<file path="config.mk">
export PLATFORM = sky130hd
export DESIGN_NAME = vga_timing_gen
export DESIGN_NICKNAME = d
export VERILOG_FILES = /design/src/rtl/vga_timing_gen.sv
export SDC_FILE = /design/constraint.sdc
export NUM_CORES = 1
export LEC_CHECK = 0
export ABC_AREA = 1
export CORE_MARGIN = 2
export CORE_UTILIZATION = 57
export DETAILED_ROUTE_END_ITERATION = 8
export GPL_TIMING_DRIVEN = 0
export PLACE_DENSITY_LB_ADDON = 0.3
export SLEW_MARGIN = 20
export SYNTH_ARGS = -nofsm -noshare
export SYNTH_HDL_FRONTEND = slang
export SYNTH_SLANG_ARGS = --single-unit
</file>
<file path="constraint.sdc">
create_clock -name clk -period 4.6 [get_ports clk]
set_clock_uncertainty 0.2 [all_clocks]
set_input_delay 0.92 -clock clk [delete_from_list [all_inputs] [get_ports clk]]
set_output_delay 0.92 -clock clk [all_outputs]
set_load 0.02 [all_outputs]
</file>
<file path="src/rtl/vga_timing_gen.sv">
// Raster timing generator: x/y counters, sync/blank decode, registered event strobes, frame counter.
// Latency: x/y/strobes are registered (1 clk); hsync/vsync/blank decode combinationally from x/y.
// Backpressure: none; the raster advances only on pix_en edges and holds otherwise.
module vga_timing_gen #(
    parameter int WIDTH      = 640,
    parameter int HEIGHT     = 480,
    parameter int HFRONT     = 16,
    parameter int HSYNC      = 96,
    parameter int HBACK      = 48,
    parameter int VFRONT     = 10,
    parameter int VSYNC      = 2,
    parameter int VBACK      = 33,
    parameter bit HSYNC_POL  = 1'b0,
    parameter bit VSYNC_POL  = 1'b0,
    parameter int FRAME_BITS = 8,
    localparam int HTOTAL    = WIDTH + HFRONT + HSYNC + HBACK,
    localparam int VTOTAL    = HEIGHT + VFRONT + VSYNC + VBACK,
    localparam int XW        = $clog2(HTOTAL),
    localparam int YW        = $clog2(VTOTAL)
) (
    input  logic                  clk,
    input  logic                  reset,
    input  logic                  pix_en,
    input  logic [YW-1:0]         line_cmp,
    output logic [XW-1:0]         x,
    output logic [YW-1:0]         y,
    output logic                  hsync,
    output logic                  vsync,
    output logic                  blank,
    output logic                  line_start,
    output logic                  frame_start,
    output logic                  vsync_pulse,
    output logic                  line_irq,
    output logic [FRAME_BITS-1:0] frame_count
);

    // HTOTAL/VTOTAL may be a power of two and not fit XW/YW, so only last-index constants are used.
    localparam logic [XW-1:0] X_LAST   = XW'(HTOTAL - 1);
    localparam logic [XW-1:0] X_ACT    = XW'(WIDTH);
    localparam logic [XW-1:0] HS_START = XW'(WIDTH + HFRONT);
    localparam logic [XW-1:0] HS_END   = XW'(WIDTH + HFRONT + HSYNC);
    localparam logic [YW-1:0] Y_LAST   = YW'(VTOTAL - 1);
    localparam logic [YW-1:0] Y_ACT    = YW'(HEIGHT);
    localparam logic [YW-1:0] VS_START = YW'(HEIGHT + VFRONT);
    localparam logic [YW-1:0] VS_END   = YW'(HEIGHT + VFRONT + VSYNC);

    logic [YW-1:0] cmp_shadow;
    logic [XW-1:0] x_nxt;
    logic [YW-1:0] y_nxt;
    logic [YW-1:0] irq_line;
    logic          x_wrap;
    logic          new_frame;
    logic          hs_act;
    logic          vs_act;

    always_comb begin
        x_wrap    = (x == X_LAST);
        new_frame = x_wrap && (y == Y_LAST);
        x_nxt     = x_wrap ? '0 : x + 1'b1;
        y_nxt     = y;
        if (x_wrap) begin
            y_nxt = (y == Y_LAST) ? '0 : y + 1'b1;
        end
        // The shadow reloads on the frame_start edge, so line 0 compares against the fresh value.
        irq_line = new_frame ? line_cmp : cmp_shadow;
    end

    always_ff @(posedge clk) begin
        if (reset) begin
            x           <= '0;
            y           <= '0;
            cmp_shadow  <= line_cmp;
            frame_count <= '0;
            line_start  <= 1'b0;
            frame_start <= 1'b0;
            vsync_pulse <= 1'b0;
            line_irq    <= 1'b0;
        end else begin
            line_start  <= pix_en && x_wrap;
            frame_start <= pix_en && new_frame;
            vsync_pulse <= pix_en && x_wrap && (y_nxt == VS_START);
            line_irq    <= pix_en && x_wrap && (y_nxt == irq_line);
            if (pix_en) begin
                x <= x_nxt;
                y <= y_nxt;
                if (new_frame) begin
                    cmp_shadow  <= line_cmp;
                    frame_count <= frame_count + 1'b1;
                end
            end
        end
    end

    always_comb begin
        hs_act = (x >= HS_START) && (x < HS_END);
        vs_act = (y >= VS_START) && (y < VS_END);
        hsync  = hs_act ^ ~HSYNC_POL;
        vsync  = vs_act ^ ~VSYNC_POL;
        blank  = (x >= X_ACT) || (y >= Y_ACT);
    end

endmodule

</file>
* Word-level counts from Yosys, hierarchy flattened *
Cells that the tools add are included.

cells by class
  add/subtract/negate cells = 3
  magnitude comparators = 6
  equality and inequality tests = 4
  multiplexer cells = 6
  bitwise logic cells = 2
  reduce and logical (&&, ||, !) cells = 10

operator list
  cell                                                                            count
  10-bit 2-to-1 mux                                                               6
  10-bit by 1-bit adder with 10-bit output (second input constant)                2
  10-bit equality test (second input constant)                                    2
  10-bit >= comparator (second input constant)                                    2
  10-bit by 9-bit >= comparator with 1-bit output (second input constant)         2
  10-bit equality test                                                            1
  10-bit by 9-bit equality test with 1-bit output (second input constant)         1
  10-bit less-than comparator (second input constant)                             1
  10-bit by 9-bit less-than comparator with 1-bit output (second input constant)  1
  8-bit by 1-bit adder with 8-bit output (second input constant)                  1
  1-bit logical AND                                                               7
  1-bit inverter                                                                  2
  2-bit AND reduction                                                             1
  2-bit nonzero test                                                              1
  1-bit logical OR                                                                1

storage, ports and cells
  register bits = 42
  input bits = 13
  output and inout bits = 35

* Depth between registers and ports, before layout *
  depth in word-level cells = 5
  mapped depth = 14
  depth with buffers taken out = 14

* Worst setup path before layout *
Ideal clock, no wire load.

  path kind = input -> register
  from = input port reset
  to = register cmp_shadow[0], enable pin
  library setup time = 0.378 ns
  data arrival time = 1.833 ns
  path slack = 2.188 ns
  stages = 4
  buffers on the path = 2
  path through = clkbuf_1 inv_1 nand2_1 clkbuf_1

between the ends
  word-level cells in the longest chain between the ends = 1

RTL lines
  what                          line  source
  start: declaration            22    input logic reset,
  2-bit nonzero test (no line)  --
  end signal: assignment        72    cmp_shadow <= line_cmp;
  end signal: assignment        87    cmp_shadow <= line_cmp;
  end: declaration              47    logic [YW-1:0] cmp_shadow;

Every way passes these cells.
A chain may end at the register's enable or synchronous reset.

* Worst setup path in the final report *
  from = register y[0]
  to = output port vsync

between the ends
  word-level cells in the longest chain between the ends = 3

RTL lines
  what                                                                                                                       line  source
  start: declaration                                                                                                         26    output logic [YW-1:0] y,
  start signal: assignment                                                                                                   85    y <= y_nxt;
  10-bit by 9-bit >= comparator with 1-bit output or 10-bit by 9-bit less-than comparator with 1-bit output (tied branches)  96    vs_act = (y >= VS_START) && (y < VS_END);
  1-bit logical AND *                                                                                                        96
  1-bit inverter (no line) *                                                                                                 --
  end: declaration                                                                                                           28    output logic vsync,

Every way passes the cells marked *; elsewhere a longest branch is shown, timed or not.

==> impl_metrics.json <==
{
  "fp.coreArea_um2": 4410,
  "die_h_um": 72.2,
  "fp.dieArea_um2": 5210,
  "synthFlopType": "dfxtp_1",
  "max_slew.worst_pin.slew_ns": 1.04,
  "synth_compound_area_share_pct": 9.25,
  "worstRegToRegCells": 14,
  "worstHoldPathType": "flop to flop",
  "critPathMaxFanout": 8,
  "ios": 48,
  "htree_num_levels": 2,
  "routedWlPerCell_um": 13.3,
  "grt_pass1_wl_um": 11800,
  "synth_top_family_by_area": "simple AND/OR/NAND/NOR gates",
  "synth_fa_ha_area_share_pct": 2.83,
  "die_x_um": 72.2,
  "post_dp_cell_area_um2": 3180,
  "synth_edf_count": 10,
  "post-route-cell-area_um2": 3260,
  "fin_crit_ns": 3.05,
  "synth_xor_area_share_pct": 1.32,
  "viasPerCell": 5.50,
  "worstSetupPathType": "flop to output port",
  "syn-num-nets": 427,
  "maxSlewViolCount": 0,
  "synth_area_um2": 2650,
  "worstPathCellList": "inv_1 > ha_1 > o2111ai_1 > clkdlybuf4s50_1",
  "setup_viol": 0,
  "drtAntennaViolNets": 0,
  "clk_pin_slew_ns": 0.08,
  "area_growth_pct": 23.0,
  "cts.sinks": 42,
  "start_kind": "flop",
  "cp.required_ns": 3.48,
  "outcome": "finished, final reports clean",
  "ys_ff_latch": 42,
  "period_share_pct": 66.3,
  "drive_gt1_share_pct": 7.58,
  "portBuffers": 46,
  "synthDistinctLibCells": 33,
  "grt_max_degree": 20,
  "setup.worst_path.end_class": "output port",
  "cpPeakStageDelay_ns": 0.63,
  "cts_tree": "yes",
  "synth_cells": 408,
  "post-cts-setup-buffers": 0,
  "ir_drop_v": 0.000146,
  "slowest_stage": "clkdlybuf4s50_1",
  "totalWireLength_um": 6850,
  "vias": 2828,
  "cts_resized": 0,
  "cts-buffers-inserted": 5,
  "grt_pass1_vias": 2630,
  "tns_ns": 0,
  "clock_latency_ns": 0.30,
  "fmax_mhz": 328,
  "synth-simple-area-share_pct": 41.0,
  "yosysTopAreaCell": "dfxtp_1",
  "hold_violations": 0,
  "start_util_pct": 60.1,
  "drc_errors": 0,
  "cap_violations": 0,
  "yosys_warnings": 0,
  "clockRootBuffer": "clkbuf_8",
  "antenna_cells": 0,
  "rsz0062_at_grt": "no",
  "first_pass_iters": 5,
  "yosysSeqAreaShare_pct": 35.5,
  "cts_hold_buf": 0,
  "yosys-top-cells-area": "dfxtp_1 (24%), nand2_1 (19%), edfxtp_1 (11%)",
  "antenna_found_initial": 0,
  "hpwl_um": 5100,
  "drtIter0Drc": 224,
  "final_nets": 480,
  "gp_congestion": 0.933,
  "yosys-mux-area-fraction_pct": 0,
  "synth_top_area_share_pct": 24.2,
  "critPathArrivalTime_ns": 1.93,
  "leakagePower_nw": 1.38,
  "track_usage_pct": 28.4,
  "avgSynthCellArea_um2": 6.50,
  "relSlewSlack_pct": 30.8,
  "powerDensity_nw_per_um2": 215,
  "async_flop_share_pct": 0,
  "rows": 24,
  "clock_path_buffers": 2,
  "gr-total-overflow": 0,
  "min_path_cells": 1
}
sequential cells by signal (all words and copies together) (netlist names):
name and count:
line_irq 1, x 10, frame_start 1, y 10, frame_count 8, line_start 1
vsync_pulse 1, cmp_shadow 10
per-layer routing:
layer | track usage, % | vias to the layer above | share of wire, %
li1 | - | 1407 | -
met1 | 36.2 | 1270 | 42
met2 | 45.9 | 129 | 46
met3 | 3.89 | 22 | 8.1
met4 | 16.8 | 0 | 3.7
met5 | 0 | - | 0
synthesized netlist by cell type (5+ instances only):
cell type / count
nand2_1: 131
inv_1: 53
nor2_1: 49
dfxtp_1: 32
nand3_1: 23
o21ai_0: 18
edfxtp_1: 10
nor3_1: 10
o22ai_1: 10
a21oi_1: 8
nor2_2: 8
ha_1: 6
nand4_1: 6
clkbuf_1: 5
logic make-up (layout without fill, tap and decap cells):
kind of cell	after synthesis	count (layout)
compound gates	44	44
flops	42	42
fa+ha+maj	6	6
xor+xnor	4	4
simple gates	245	245
buf+inv	67	121
worst paths after layout:
path                          to  slack (ns)      startpoint
setup / recovery           vsync        1.55            y[0]
hold / removal    frame_count[6]        0.30  frame_count[6]
setup reg to reg        line_irq        2.30            y[0]
hold reg to reg   frame_count[6]        0.30  frame_count[6]
worst max-delay path, delay by kind of cell (launching register included):
family	cells	cell delay, ns
AOI/OAI and AO/OA	1	0.16
buffers and inverters	2	0.77
adders and majority gates	1	0.22
DFF	1	0.47
layout make-up:
| class | instances | area (um^2) |
|---|---|---|
| Fill cell | 370 | 1150 |
| Clock buffer | 5 | 68.8 |
| Multi-Input combinational cell | 299 | 1440 |
| Inverter | 57 | 214 |
| Sequential cell | 42 | 941 |
| Tap cell | 52 | 65.1 |
| Clock inverter | 3 | 16.3 |
| Buffer | 10 | 55.1 |
| Timing Repair Buffer | 46 | 460 |
report_power, final:
group          internal (mW)  switching [mW]  total [mW]
logic                 0.0280          0.0417      0.0697
clock network          0.104           0.133       0.237
registers              0.390         0.00439       0.394
metrics by stage:
step	std cells	util, %	setup slack (ns)	power [mW]	hold WS (ns)
finish	514	73.9	1.55	0.701	0.304
global route	514	73.9	1.41	0.727	0.327
CTS	514	73.9	1.52	0.702	0.302
detailed placement	506	72.0	1.52	0.471	0.286
global placement	506	72.0	1.52	0.469	0.270
floorplan	408	-	2.19	0.445	0.352
placed cells by master, fill, tap and decap left out, drive strengths merged, types with 2 or more instances in the layout:
cell type / Yosys / routed
dfxtp: 32 / 32
nand4: 7 / 7
nor2: 60 / 60
nand3b: 2 / 2
ha: 6 / 6
clkdlybuf4s50: 0 / 46
clkinv: 1 / 3
a31oi: 2 / 2
o2111ai: 2 / 2
xor2: 4 / 4
a21oi: 8 / 8
inv: 56 / 56
nand2: 134 / 134
nand3: 26 / 26
clkbuf: 5 / 10
buf: 5 / 5
nor3: 12 / 12
o21ai: 21 / 21
nor3b: 2 / 2
o22ai: 10 / 10
edfxtp: 10 / 10
Power figures use the tool's default switching activity.
